### config.mk
export PLATFORM = sky130hd
export DESIGN_NAME = lfsr_word_gen
export DESIGN_NICKNAME = d
export VERILOG_FILES = /design/src/rtl/lfsr_pkg.sv /design/src/rtl/lfsr_step.sv /design/src/rtl/lfsr_word_gen.sv
export SDC_FILE = /design/constraint.sdc
export NUM_CORES = 1
export LEC_CHECK = 0
export ABC_AREA = 1
export CAP_MARGIN = 20
export CORE_UTILIZATION = 45
export CTS_CLUSTER_DIAMETER = 30
export CTS_CLUSTER_SIZE = 25
export DETAILED_ROUTE_END_ITERATION = 6
export HOLD_SLACK_MARGIN = 0.12
export PLACE_DENSITY = 0.75
export SLEW_MARGIN = 20
export SYNTH_ARGS = -nofsm -noshare
export SYNTH_HDL_FRONTEND = slang
export SYNTH_SLANG_ARGS = --single-unit
export TNS_END_PERCENT = 20
### constraint.sdc
create_clock -name clk -period 1.3 [get_ports clk]
set_input_delay 0.26 -clock clk [delete_from_list [all_inputs] [get_ports clk]]
set_output_delay 0.26 -clock clk [all_outputs]
set_load 0.03 [all_outputs]
### src/rtl/lfsr_pkg.sv
// Shared types and default polynomial constants for the LFSR word generator.
package lfsr_pkg;

  typedef enum logic {
    FILL = 1'b0,
    HOLD = 1'b1
  } fsm_e;

  typedef enum logic {
    MODE_FIB = 1'b0,
    MODE_GAL = 1'b1
  } mode_e;

  // Fibonacci tap masks: bit k-1 set for each x^k term (x^W included).
  localparam logic [7:0]  FIB_TAPS_W8  = 8'hB8;         // x^8+x^6+x^5+x^4+1
  localparam logic [9:0]  FIB_TAPS_W10 = 10'h240;       // x^10+x^7+1
  localparam logic [15:0] FIB_TAPS_W16 = 16'hD008;      // x^16+x^15+x^13+x^4+1
  localparam logic [31:0] FIB_TAPS_W32 = 32'h8020_0003; // x^32+x^22+x^2+x+1

  // Galois masks: low-order terms of the polynomial (x^W implied by the MSB).
  localparam logic [7:0]  GAL_MASK_W8  = 8'h1D;         // x^8+x^4+x^3+x^2+1
  localparam logic [9:0]  GAL_MASK_W10 = 10'h009;       // x^10+x^3+1
  localparam logic [15:0] GAL_MASK_W16 = 16'h002D;      // x^16+x^5+x^3+x^2+1
  localparam logic [31:0] GAL_MASK_W32 = 32'h0000_00AF; // x^32+x^7+x^5+x^3+x^2+x+1

  function automatic logic [31:0] default_fib_taps(input int unsigned w);
    case (w)
      32'd8:   return 32'(FIB_TAPS_W8);
      32'd16:  return 32'(FIB_TAPS_W16);
      32'd32:  return FIB_TAPS_W32;
      default: return 32'(FIB_TAPS_W10);
    endcase
  endfunction

  function automatic logic [31:0] default_gal_mask(input int unsigned w);
    case (w)
      32'd8:   return 32'(GAL_MASK_W8);
      32'd16:  return 32'(GAL_MASK_W16);
      32'd32:  return GAL_MASK_W32;
      default: return 32'(GAL_MASK_W10);
    endcase
  endfunction

endpackage

### src/rtl/lfsr_step.sv
// Combinational single step of a Fibonacci or Galois LFSR.
module lfsr_step
  import lfsr_pkg::*;
#(
  parameter int unsigned W = 10
) (
  input  logic [W-1:0] state_i,
  input  mode_e        mode_i,
  input  logic [W-1:0] fib_taps_i,
  input  logic [W-1:0] gal_mask_i,
  output logic [W-1:0] next_state_c_o,
  output logic         out_bit_c_o
);

  logic fb_c;

  assign fb_c = ^(state_i & fib_taps_i);

  always_comb begin
    next_state_c_o = '0;
    out_bit_c_o    = 1'b0;
    if (mode_i == MODE_GAL) begin
      // Output is the bit shifted out; feedback folds in when it was a 1.
      out_bit_c_o    = state_i[W-1];
      next_state_c_o = {state_i[W-2:0], 1'b0} ^ (state_i[W-1] ? gal_mask_i : '0);
    end else begin
      out_bit_c_o    = fb_c;
      next_state_c_o = {state_i[W-2:0], fb_c};
    end
  end

endmodule

### src/rtl/lfsr_word_gen.sv
// Parametrised LFSR bit generator packing OUT_W bits per valid/ready word.
// Optional period checker enabled by defining LFSR_PERIOD_CHK_EN.
module lfsr_word_gen
  import lfsr_pkg::*;
#(
  parameter int unsigned    W            = 10,
  parameter int unsigned    OUT_W        = 8,
  parameter logic [W-1:0]   FIB_TAPS     = W'(default_fib_taps(W)),
  parameter logic [W-1:0]   GAL_MASK     = W'(default_gal_mask(W)),
  parameter logic [W-1:0]   SEED_DEFAULT = W'(1)
) (
  input  logic             clk,
  input  logic             rst,
  input  logic             en,
  input  logic             seed_load,
  input  logic [W-1:0]     seed,
  input  logic             mode,
  input  logic             out_ready,
  output logic             out_valid,
  output logic [OUT_W-1:0] out_data,
  output logic [W-1:0]     state_q,
  output logic             lockup_flag,
  output logic             period_done,
  output logic [W-1:0]     period_len
);

  localparam int unsigned CNT_W = (OUT_W > 1) ? $clog2(OUT_W) : 1;

  fsm_e             fsm_q, fsm_d;
  mode_e            mode_q, mode_d;
  logic [W-1:0]     state_d;
  logic [CNT_W-1:0] bit_cnt_q, bit_cnt_d;
  logic [OUT_W-1:0] out_data_q, out_data_d;
  logic             out_valid_q, out_valid_d;
  logic             lockup_q, lockup_d;

  logic [W-1:0]     step_next_c;
  logic             step_bit_c;
  logic             zero_state_c;
  logic             seed_zero_c;
  logic [W-1:0]     seed_eff_c;

`ifdef LFSR_PERIOD_CHK_EN
  logic [W-1:0]     ref_q, ref_d;
  logic [W-1:0]     cnt_q, cnt_d;
  logic [W-1:0]     period_len_q, period_len_d;
  logic             period_done_q, period_done_d;
`endif

  lfsr_step #(
    .W (W)
  ) u_step (
    .state_i        (state_q),
    .mode_i         (mode_q),
    .fib_taps_i     (FIB_TAPS),
    .gal_mask_i     (GAL_MASK),
    .next_state_c_o (step_next_c),
    .out_bit_c_o    (step_bit_c)
  );

  assign zero_state_c = (state_q == '0);
  assign seed_zero_c  = (seed == '0);
  assign seed_eff_c   = seed_zero_c ? SEED_DEFAULT : seed;

  // State register.
  always_ff @(posedge clk or posedge rst) begin
    if (rst) begin
      fsm_q       <= FILL;
      mode_q      <= MODE_FIB;
      state_q     <= SEED_DEFAULT;
      bit_cnt_q   <= '0;
      out_data_q  <= '0;
      out_valid_q <= 1'b0;
      lockup_q    <= 1'b0;
    end else begin
      fsm_q       <= fsm_d;
      mode_q      <= mode_d;
      state_q     <= state_d;
      bit_cnt_q   <= bit_cnt_d;
      out_data_q  <= out_data_d;
      out_valid_q <= out_valid_d;
      lockup_q    <= lockup_d;
    end
  end

`ifdef LFSR_PERIOD_CHK_EN
  always_ff @(posedge clk or posedge rst) begin
    if (rst) begin
      ref_q         <= SEED_DEFAULT;
      cnt_q         <= '0;
      period_len_q  <= '0;
      period_done_q <= 1'b0;
    end else begin
      ref_q         <= ref_d;
      cnt_q         <= cnt_d;
      period_len_q  <= period_len_d;
      period_done_q <= period_done_d;
    end
  end
`endif

  // Next-state: seed load dominates, then lock-up recovery, then FILL/HOLD.
  always_comb begin
    fsm_d       = fsm_q;
    mode_d      = mode_q;
    state_d     = state_q;
    bit_cnt_d   = bit_cnt_q;
    out_data_d  = out_data_q;
    out_valid_d = out_valid_q;
    lockup_d    = lockup_q;
`ifdef LFSR_PERIOD_CHK_EN
    ref_d         = ref_q;
    cnt_d         = cnt_q;
    period_len_d  = period_len_q;
    period_done_d = 1'b0;
`endif

    if (seed_load) begin
      state_d     = seed_eff_c;
      mode_d      = mode_e'(mode);
      lockup_d    = seed_zero_c;
      bit_cnt_d   = '0;
      out_data_d  = '0;
      out_valid_d = 1'b0;
      fsm_d       = FILL;
`ifdef LFSR_PERIOD_CHK_EN
      ref_d = seed_eff_c;
      cnt_d = '0;
`endif
    end else begin
      if (zero_state_c) begin
        state_d  = SEED_DEFAULT;
        lockup_d = 1'b1;
`ifdef LFSR_PERIOD_CHK_EN
        ref_d = SEED_DEFAULT;
        cnt_d = '0;
`endif
      end

      case (fsm_q)
        FILL: begin
          // A recovery cycle replaces the step, so no bit is emitted.
          if (en && !zero_state_c) begin
            state_d                = step_next_c;
            out_data_d[bit_cnt_q]  = step_bit_c;
            if (bit_cnt_q == CNT_W'(OUT_W - 1)) begin
              bit_cnt_d   = '0;
              out_valid_d = 1'b1;
              fsm_d       = HOLD;
            end else begin
              bit_cnt_d = bit_cnt_q + CNT_W'(1);
            end
`ifdef LFSR_PERIOD_CHK_EN
            if (step_next_c == ref_q) begin
              period_done_d = 1'b1;
              period_len_d  = cnt_q + W'(1);
              cnt_d         = '0;
            end else begin
              cnt_d = cnt_q + W'(1);
            end
`endif
          end
        end
        HOLD: begin
          if (out_ready) begin
            out_valid_d = 1'b0;
            fsm_d       = FILL;
          end
        end
        default: fsm_d = FILL;
      endcase
    end
  end

  assign out_valid   = out_valid_q;
  assign out_data    = out_data_q;
  assign lockup_flag = lockup_q;

`ifdef LFSR_PERIOD_CHK_EN
  assign period_done = period_done_q;
  assign period_len  = period_len_q;
`else
  assign period_done = 1'b0;
  assign period_len  = '0;
`endif

endmodule

==> run metrics <==
status finished with violations; failing checks negative setup slack; nets 290; # DRC 0; synth unique cells 31; CP bufs+invs 2; core footprint 0.00334 mm2; sequential element share of the synthesized area 0.400; vias 1,505; critical path endpoint category flop; GP Congestion 0.843; non-filler instance count after layout 317; first-pass GRT wire length 6000 um; YS warnings 0; pre-CTS WS -0.271 ns; n_diodes 0; Ports 47; 1st-iter DRT viols 52; Most common cell on crit path nand2_1; Slew Viols, Final 0; Max Fclk 0.725 GHz; crit path time final 1.38 ns; Hold Path Class in2async; crit path launch type flop; PD cells 874 mW/mm2; synthesized area 0.00157 mm2; Mean Syn Cell Area 7.54 um2; vias in the first global route 1,352; die width 61.1 um; Hold Fails Final Rpt 0; final setup margin -0.0794 ns; Layout area overhead 43.9%; max_cap viols 0; Root Buffer clkbuf_4; grt ovf 0; Worst EP arrival 1.62 ns; Critical Path Max Stage Delay 0.57 ns; crit-path leading delay family flip-flops; DRT antenna net count 0; Die H 61.1 um; CTS tree yes; P_leak 1.15 nW; H-tree depth 1; Routed WL 3630 um; CTS clk-pin slew, worst paths 0.14 ns; clk buf depth 2; CP max-delay cell dfstp_2; R2R cell count 9; Die ar. 0.00373 mm2; clk sinks 25; crit-path max FO 5; PortBufs 35; RSZ-0062 raised after global routing true; Skew-Pair Late Insertion Delay 0.33 ns; cell chain of the critical path buf_6 > nor2_4 > nand3_4 > o21bai_4 > nand2_4 > clkbuf_16 > nand2_2 > nand2_1 > nand2_1; Initial Util 0.470; DR WL/cell 11.4 um; proportion of layout cells with a drive suffix above 1 0.354; routed vias/inst 4.75; most common library cell in the layout ignoring fill and taps nand2_1; total power 1.97 mW; ratio of final minimum period to clock period 1.06; drt pass-1 iters 4; initial antenna violation count 0; Placed Area 0.00209 mm2; Synth Register Bits 25; critical path depth 9; HPWL after DPL 2770 um; Final Cell Area 0.00226 mm2; kind of critical path reg2reg; Post-Synthesis Cells 208; Fin Clk Skew 0.00652 ns; Global Route Usage Sum 0.218; largest net degree at the start of global routing 20; cell total after placement 309; std cell rows 21; Num CTS Buffers 3; Required @ worst endpoint 1.54 ns; commonest non-fill, non-tap cells in the layout nand2_1 (60), buf_4 (31), nor2_1 (17), dfrtp_1 (16); maximum vdd drop 572 uV; Setup Viol. Count Final 23
## worst reg2reg max path: stages, from the launching register on
cell and delay [ns]:
dfstp_2 0.57, buf_6 0.10, nor2_4 0.03, nand3_4 0.10, o21bai_4 0.08, nand2_4 0.12, clkbuf_16 0.16, nand2_2 0.04
nand2_1 0.05, nand2_1 0.04
## power by group
part | switching (mW) | total, mW | internal (mW)
clock network | 0.245 | 0.361 | 0.116
logic | 0.401 | 0.721 | 0.320
registers | 0.0538 | 0.891 | 0.837
## synthesized netlist by cell type, drive strengths merged
master  number  area [um2]
nand2       72         295
nor2        26         135
dfrtp       24         601
inv         16        60.1
buf         15         108
nand3       14        82.6
o21ai       12        71.3
nand4       10        62.6
a21oi        3        15.0
clkinv       3        11.3
ha           2        25.0
nand3b       2        15.0
a22oi        1        7.51
clkbuf       1        3.75
conb         1        3.75
dfstp        1        26.3
nor3         1        5.00
o21bai       1        18.8
o31ai        1        7.51
or2          1        6.26
xor2         1        8.76
## cell families after synthesis
| logic type | Yosys count | share of synthesized area |
|---|---|---|
| and+or+nand+nor | 126 | 0.384 |
| AOI/OAI and AO/OA | 18 | 0.0766 |
| adders and majority gates | 2 | 0.0159 |
| other | 1 | 0.00239 |
| xor gates and xnor gates | 1 | 0.00558 |
| buffers and inverters | 35 | 0.116 |
| DFF | 25 | 0.400 |
## flip-flops by register name (all words and copies together), names as in the netlist, named ones only
name         cells
state_q          9
bit_cnt_q        3
fsm_q            1
lockup_flag      1
mode_q           1
out_data         8
out_valid        1
## through the flow
step	TNS, ns	hold WS (ns)	utilization
finish	-0.900	0.221	0.677
global route	-2.25	0.246	0.677
CTS	-0.802	0.225	0.660
detailed placement	-5.11	0.465	0.627
global placement	-4.61	0.460	0.627
floorplan	-0.210	0.286	-
## what timing repair did
action / CTS / global route
gates cloned: 0 / 1
resized for setup: 18 / 9
buffers inserted: 3 / 0
hold buffers: 0 / 0
hold endpoints to repair: 0 / 0
endpoints found under the setup margin: 23 / 31
pin swaps: 0 / 1
## worst paths after layout
kind / from / endpoint / slack [ns]
worst max register to register: state_q[0]$_DFF_PP1_ / out_data[0]$_DFFE_PP0P_ / -0.08
worst min-delay path: rst / state_q[1]$_DFF_PP0_ / 0.22
max in group asynchronous: rst / state_q[0]$_DFF_PP1_ / 0.86
min in group clk: mode / mode_q$_DFFE_PP0P_ / 0.45
worst max-delay path: state_q[0]$_DFF_PP1_ / out_data[0]$_DFFE_PP0P_ / -0.08
worst min register to register: out_data[3]$_DFFE_PP0P_ / out_data[3]$_DFFE_PP0P_ / 0.49
## metal layers
layer	wire length (um)	up-vias	global-route usage	part of all wire
met1	1760	701	0.315	0.49
met2	1700	30	0.342	0.47
met5	0	-	0	0
met4	53	0	0.0682	0.015
li1	-	769	-	-
met3	110	5	0.0252	0.030
## final cells by class
class | count | area [um2]
Fill cell | 294 | 1080
Inverter | 19 | 71.3
Multi-Input combinational cell | 158 | 837
Timing Repair Buffer | 65 | 628
Clock inverter | 1 | 5.00
Clock buffer | 3 | 22.5
Tap cell | 46 | 57.6
Sequential cell | 25 | 637
No activity file was read; power rests on OpenSTA's default activity.
